## src/rtl/rf_dump_if.sv

```systemverilog
// Output stream interface of the register-file dump reader: one word plus its
// register index per valid/ready handshake.
interface rf_dump_if #(
    parameter int AW = 5,
    parameter int DW = 32
);
    logic          dout_valid;
    logic          dout_ready;
    logic [DW-1:0] dout_data;
    logic [AW-1:0] dout_addr;
    logic          dout_last;

    modport master (
        output dout_valid,
        output dout_data,
        output dout_addr,
        output dout_last,
        input  dout_ready
    );

    modport slave (
        input  dout_valid,
        input  dout_data,
        input  dout_addr,
        input  dout_last,
        output dout_ready
    );
endinterface

```

## src/rtl/rf_dump_reader.sv

```systemverilog
// Walks the register file two registers per fetch, streams each word with its
// index and keeps an XOR checksum of every word handed to the consumer.
module rf_dump_reader #(
    parameter int NUM_REGS = 32,
    parameter int AW       = 5,
    parameter int DW       = 32
) (
    input  logic          clk,
    input  logic          rst_n,
    input  logic          start,
    input  logic          abort,
    output logic [AW-1:0] rf_reg1,
    output logic [AW-1:0] rf_reg2,
    input  logic [DW-1:0] rf_read1,
    input  logic [DW-1:0] rf_read2,
    rf_dump_if.master     dout,
    output logic          busy,
    output logic          done,
    output logic [DW-1:0] checksum
);

    typedef enum logic [2:0] {
        ST_IDLE  = 3'd0,
        ST_FETCH = 3'd1,
        ST_SEND0 = 3'd2,
        ST_SEND1 = 3'd3,
        ST_DONE  = 3'd4
    } state_t;

    localparam logic [AW-1:0] LAST_IDX = AW'(NUM_REGS - 2);

    state_t        state_r, state_nxt_s;
    logic [AW-1:0] idx_r, idx_nxt_s, idx_p1_s;
    logic [DW-1:0] buf0_r, buf1_r;
    logic [DW-1:0] checksum_r, checksum_nxt_s;
    logic          ld_bufs_s;
    logic          is_last_s;

    assign idx_p1_s  = idx_r + AW'(1);
    assign is_last_s = (idx_r == LAST_IDX);
    assign rf_reg1   = idx_r;
    // idx+1 would read 1 during reset; gate it so the read port is quiet.
    assign rf_reg2   = rst_n ? idx_p1_s : {AW{1'b0}};
    assign checksum  = checksum_r;

    // Next-state, index and checksum update; abort overrides every transition.
    always_comb begin
        state_nxt_s    = state_r;
        idx_nxt_s      = idx_r;
        checksum_nxt_s = checksum_r;
        ld_bufs_s      = 1'b0;
        case (state_r)
            ST_IDLE: begin
                if (start) begin
                    idx_nxt_s      = {AW{1'b0}};
                    checksum_nxt_s = {DW{1'b0}};
                    state_nxt_s    = ST_FETCH;
                end else begin
                    state_nxt_s = ST_IDLE;
                end
            end
            ST_FETCH: begin
                if (abort) begin
                    state_nxt_s = ST_IDLE;
                end else begin
                    ld_bufs_s   = 1'b1;
                    state_nxt_s = ST_SEND0;
                end
            end
            ST_SEND0: begin
                if (dout.dout_ready) begin
                    checksum_nxt_s = checksum_r ^ buf0_r;
                end else begin
                    checksum_nxt_s = checksum_r;
                end
                if (abort) begin
                    state_nxt_s = ST_IDLE;
                end else if (dout.dout_ready) begin
                    state_nxt_s = ST_SEND1;
                end else begin
                    state_nxt_s = ST_SEND0;
                end
            end
            ST_SEND1: begin
                if (dout.dout_ready) begin
                    checksum_nxt_s = checksum_r ^ buf1_r;
                end else begin
                    checksum_nxt_s = checksum_r;
                end
                if (abort) begin
                    state_nxt_s = ST_IDLE;
                end else if (dout.dout_ready && is_last_s) begin
                    state_nxt_s = ST_DONE;
                end else if (dout.dout_ready) begin
                    idx_nxt_s   = idx_r + AW'(2);
                    state_nxt_s = ST_FETCH;
                end else begin
                    state_nxt_s = ST_SEND1;
                end
            end
            ST_DONE: begin
                state_nxt_s = ST_IDLE;
            end
            default: begin
                state_nxt_s = ST_IDLE;
            end
        endcase
    end

    // State, index, fetch buffers and checksum registers.
    always_ff @(posedge clk or negedge rst_n) begin
        if (!rst_n) begin
            state_r    <= ST_IDLE;
            idx_r      <= {AW{1'b0}};
            buf0_r     <= {DW{1'b0}};
            buf1_r     <= {DW{1'b0}};
            checksum_r <= {DW{1'b0}};
        end else begin
            state_r    <= state_nxt_s;
            idx_r      <= idx_nxt_s;
            checksum_r <= checksum_nxt_s;
            if (ld_bufs_s) begin
                buf0_r <= rf_read1;
                buf1_r <= rf_read2;
            end
        end
    end

    // Stream outputs decoded from registered state; held stable during stalls.
    always_comb begin
        dout.dout_valid = 1'b0;
        dout.dout_data  = {DW{1'b0}};
        dout.dout_addr  = {AW{1'b0}};
        dout.dout_last  = 1'b0;
        busy            = 1'b0;
        done            = 1'b0;
        case (state_r)
            ST_FETCH: begin
                busy = 1'b1;
            end
            ST_SEND0: begin
                busy            = 1'b1;
                dout.dout_valid = 1'b1;
                dout.dout_data  = buf0_r;
                dout.dout_addr  = idx_r;
            end
            ST_SEND1: begin
                busy            = 1'b1;
                dout.dout_valid = 1'b1;
                dout.dout_data  = buf1_r;
                dout.dout_addr  = idx_p1_s;
                dout.dout_last  = is_last_s;
            end
            ST_DONE: begin
                done = 1'b1;
            end
            default: begin
                busy = 1'b0;
            end
        endcase
    end

endmodule

```

## src/flat_wrapper.sv

```systemverilog
// flat-port wrapper written by rule: the top's interface ports become plain ports
module rf_dump_reader_flat 
#(
    parameter int NUM_REGS = 32,
    parameter int AW       = 5,
    parameter int DW       = 32
)
  (clk, rst_n, start, abort, rf_reg1, rf_reg2, rf_read1, rf_read2, busy, done, checksum, dout_dout_valid, dout_dout_data, dout_dout_addr, dout_dout_last, dout_dout_ready);
  rf_dump_if #(.AW(AW), .DW(DW)) dout_i ();
  input  logic clk;
  input  logic rst_n;
  input  logic start;
  input  logic abort;
  output logic [AW-1:0] rf_reg1;
  output logic [AW-1:0] rf_reg2;
  input  logic [DW-1:0] rf_read1;
  input  logic [DW-1:0] rf_read2;
  output logic busy;
  output logic done;
  output logic [DW-1:0] checksum;
  output wire logic [$bits(dout_i.dout_valid)-1:0] dout_dout_valid;
  output wire logic [$bits(dout_i.dout_data)-1:0] dout_dout_data;
  output wire logic [$bits(dout_i.dout_addr)-1:0] dout_dout_addr;
  output wire logic [$bits(dout_i.dout_last)-1:0] dout_dout_last;
  input wire logic [$bits(dout_i.dout_ready)-1:0] dout_dout_ready;
  assign dout_dout_valid = dout_i.dout_valid;
  assign dout_dout_data = dout_i.dout_data;
  assign dout_dout_addr = dout_i.dout_addr;
  assign dout_dout_last = dout_i.dout_last;
  assign dout_i.dout_ready = dout_dout_ready;
  rf_dump_reader #(.NUM_REGS(NUM_REGS), .AW(AW), .DW(DW)) u_core (.clk(clk), .rst_n(rst_n), .start(start), .abort(abort), .rf_reg1(rf_reg1), .rf_reg2(rf_reg2), .rf_read1(rf_read1), .rf_read2(rf_read2), .dout(dout_i), .busy(busy), .done(done), .checksum(checksum));
endmodule
```

## config.mk

```make
export PLATFORM = sky130hd
export DESIGN_NAME = rf_dump_reader_flat
export DESIGN_NICKNAME = d
export VERILOG_FILES = /design/src/rtl/rf_dump_if.sv /design/src/rtl/rf_dump_reader.sv /design/src/flat_wrapper.sv
export SDC_FILE = /design/constraint.sdc
export NUM_CORES = 1
export LEC_CHECK = 0
export CAP_MARGIN = 20
export CELL_PAD_IN_SITES_DETAIL_PLACEMENT = 1
export CELL_PAD_IN_SITES_GLOBAL_PLACEMENT = 1
export CORE_MARGIN = 3
export CORE_UTILIZATION = 25
export CTS_CLUSTER_DIAMETER = 150
export DETAILED_ROUTE_END_ITERATION = 6
export PLACE_DENSITY = 0.57
export SYNTH_ARGS = -nofsm -noshare
export SYNTH_HDL_FRONTEND = slang
export SYNTH_SLANG_ARGS = --single-unit
```

## constraint.sdc

```tcl
create_clock -name clk -period 2.2 [get_ports clk]
set_input_delay 0.66 -clock clk [delete_from_list [all_inputs] [get_ports clk]]
set_output_delay 0.66 -clock clk [all_outputs]
set_load 0.1 [all_outputs]
```

==> reports/results.txt <==
Finished Core Util: 0.4281
number of synthesized flops with an enable pin: 0
WP depth: 4
PortBufs: 150
H-tree depth: 3
violated checks: setup timing
worst path cell trace: buf_6 > mux2i_1 > nor2_4 > buf_12
CTS sink cnt: 103
Rel. slew slack: 0.6082
final hold violations: 0
slew of the pin with the lowest slew margin: 587.6 ps
layout cells sized above 1: 0.4845
drt pass-1 iters: 4
Worst R2R Start: u_core.state_r[0]$_DFF_PN0_
synthesized area per cell: 11.50 um2
Max VDD drop: 0.0007296 V
initial antenna violation count: 1
worst reg-to-reg setup slack: 80 ps
crit path DAT: 1570 ps
Worst R2R End: u_core.rf_reg1[1]$_DFFE_PN0P_
critical path startpoint: u_core.state_r[0]$_DFF_PN0_
synthesized area: 0.005071 mm2
Max Root-Sink Buffers: 2
share of flip-flops with an asynchronous set or reset: 1.000
GRT overflow: 0
Filler Cells Inserted: 2044
WS Path Type: reg2out
Worst Reg-to-Reg Cells: 6
via count: 4124
drt wl/cell: 18.84 um
CP top delay family: buffers and inverters
CP max-delay cell: dfrtp_2
Fmax: 448.0 MHz
via density per instance: 4.697
area delta synth->final: 66.47%
final setup TNS: -218.1 ps
fin cells: 878
PwrDens: 1536 mW/mm2
most instantiated library cell after synthesis: dfrtp_1
Synth area leader: dfrtp_1
Cell variety after synth: 32
Die Width: 148.4 um
final WL: 16540 um
post-synth top area share: 0.5083
Synth warnings: 0
n_diodes: 0
Placer Congestion: 0.7186
Max FO, Critical Path: 10
post-DP HPWL: 10820 um
Die ar.: 0.02203 mm2
register area share after synthesis: 0.5083
Setup violations, final: 13
clk slew on worst S/H paths: 70 ps
top post-synthesis cells by area: dfrtp_1, mux2_2, mux2i_1
fin crit period: 2232 ps
period utilization: 1.015
syn nets: 511
first-pass GRT wire length: 26080 um
Worst-Skew Late Latency: 350 ps
vias in the first global route: 4612
HP Class: in2async
Max Slew Vio Count: 0
Core Box Area: 0.01972 mm2
Leakage: 3.526 nW
top cells by count, synth: dfrtp_1, mux2_2, mux2i_1, nor2_1, o21ai_0
max-capacitance violation count: 0
Place WS: -410.3 ps
largest net degree at the start of global routing: 104
post-detailed-route count of antenna-violating nets: 0
# DRC: 0
TritonCTS clock tree: yes
status: complete, but fails checks
CP max stage delay: 410 ps
Buf/Inv on CP: 2
top_reg_cell synth: dfrtp_1
placed cells: 843
Row Count: 51
#FFs+latches synth: 103
clock root cell: clkbuf_16
Required @ worst endpoint: 1540 ps
RSZ-0062 raised after global routing: yes
Initial Util: 0.2572
Syn Inst Count: 441
nets@finish: 678
CTS Buf Count: 9
Total GRT Usage: 0.1515
initial DRC count: 84
Critical Path Start Type: flop
setup slack after layout: -32.13 ps
Die Y: 148.4 um
Critical Path End Type: primary output
Critical path destination: dout_dout_data[14]
final setup skew: 9.886 ps
IO Pins: 152
-- cell families (layout without fill, tap and decap cells) --
logic type | count (synthesis) | in the layout | synth area share
multiplexers | 130 | 130 | 0.2729
flip-flops | 103 | 103 | 0.5083
AND/OR/NAND/NOR | 93 | 93 | 0.09746
AO/OA/AOI/OAI | 76 | 79 | 0.08093
buffers and inverters | 37 | 206 | 0.03725
adder cells (fa/ha/maj) | 1 | 1 | 0.002467
other | 1 | 1 | 0.0007395
-- per-layer routing --
layer,routed length [um],track usage,share of wire
met3,739,0.03413,0.045
met5,0,0,0
met1,7364,0.1940,0.45
met2,8250,0.2573,0.50
met4,189,0.04342,0.011
-- cells in the final DEF (no fill, tap or decap), drive strengths merged, types with 2 or more instances in the layout --
| master | netlist | final |
|---|---|---|
| a211oi | 2 | 2 |
| a21oi | 33 | 33 |
| clkinv | 0 | 5 |
| o21ai | 36 | 36 |
| nor2 | 36 | 36 |
| clkbuf | 16 | 10 |
| and2 | 9 | 9 |
| nor4b | 2 | 2 |
| nand3 | 3 | 3 |
| buf | 18 | 120 |
| clkdlybuf4s50 | 0 | 67 |
| mux2i | 64 | 64 |
| nand2 | 3 | 3 |
| dfrtp | 103 | 103 |
| a21o | 1 | 4 |
| or3 | 32 | 32 |
| a22o | 2 | 2 |
| mux2 | 66 | 66 |
| inv | 3 | 2 |
-- stage by stage --
step	hold WS (ps)	cell area [um2]	total power, mW
floorplan	364.4	5370	8.661
global placement	516.1	7749	10.69
detailed placement	522.6	7749	10.87
CTS	510.5	8278	12.92
global route	530.0	8442	13.62
finish	468.4	8442	12.97
-- worst min path at each step --
stage / slack, ps / endpoint / cells past startpoint
floorplan: 360 / u_core.buf0_r[0]$_DFFE_PN0P_ / 0
global placement: 520 / u_core.buf1_r[9]$_DFFE_PN0P_ / 1
detailed placement: 520 / u_core.buf0_r[22]$_DFFE_PN0P_ / 1
CTS: 510 / u_core.rf_reg1[3]$_DFFE_PN0P_ / 2
global route: 530 / u_core.rf_reg1[3]$_DFFE_PN0P_ / 2
finish: 470 / u_core.rf_reg1[3]$_DFFE_PN0P_ / 2
-- power by group --
group	switching (mW)	total (mW)	internal, mW
Clock	0.747	1.67	0.921
Combinational	5.00	7.66	2.65
Sequential	0.856	3.64	2.79
-- final cells by class --
class | instances | area, um2 | share of cell area
Multi-Input combinational cell | 304 | 2825 | 0.3347
Sequential cell | 103 | 2586 | 0.3064
Timing Repair Buffer | 187 | 2375 | 0.2813
Tap cell | 265 | 331.6 | 0.03928
Clock buffer | 10 | 239.0 | 0.02831
Clock inverter | 6 | 70.07 | 0.008300
Inverter | 3 | 15.01 | 0.001779
-- sequential cells by signal, indices dropped and copies added, names as in the netlist --
name	flops
u_core.checksum	32
u_core.buf0_r	32
u_core.rf_reg1	4
u_core.buf1_r	32
u_core.state_r	3
-- worst register-to-register path, delay by kind of cell (launching register included) --
family                 cells  cell delay [ps]
muxes                      1              280
DFF                        1              440
AOI/OAI and AO/OA          2              300
buffers and inverters      2              290
and+or+nand+nor            1              700
-- what timing repair did --
action	CTS	global route
setup endpoints to repair	45	58
cloned	3	1
gates resized for setup	31	24
pin swaps	1	4
setup buffers	9	7
hold buffers	0	0
No activity file was read; power rests on OpenSTA's default activity.
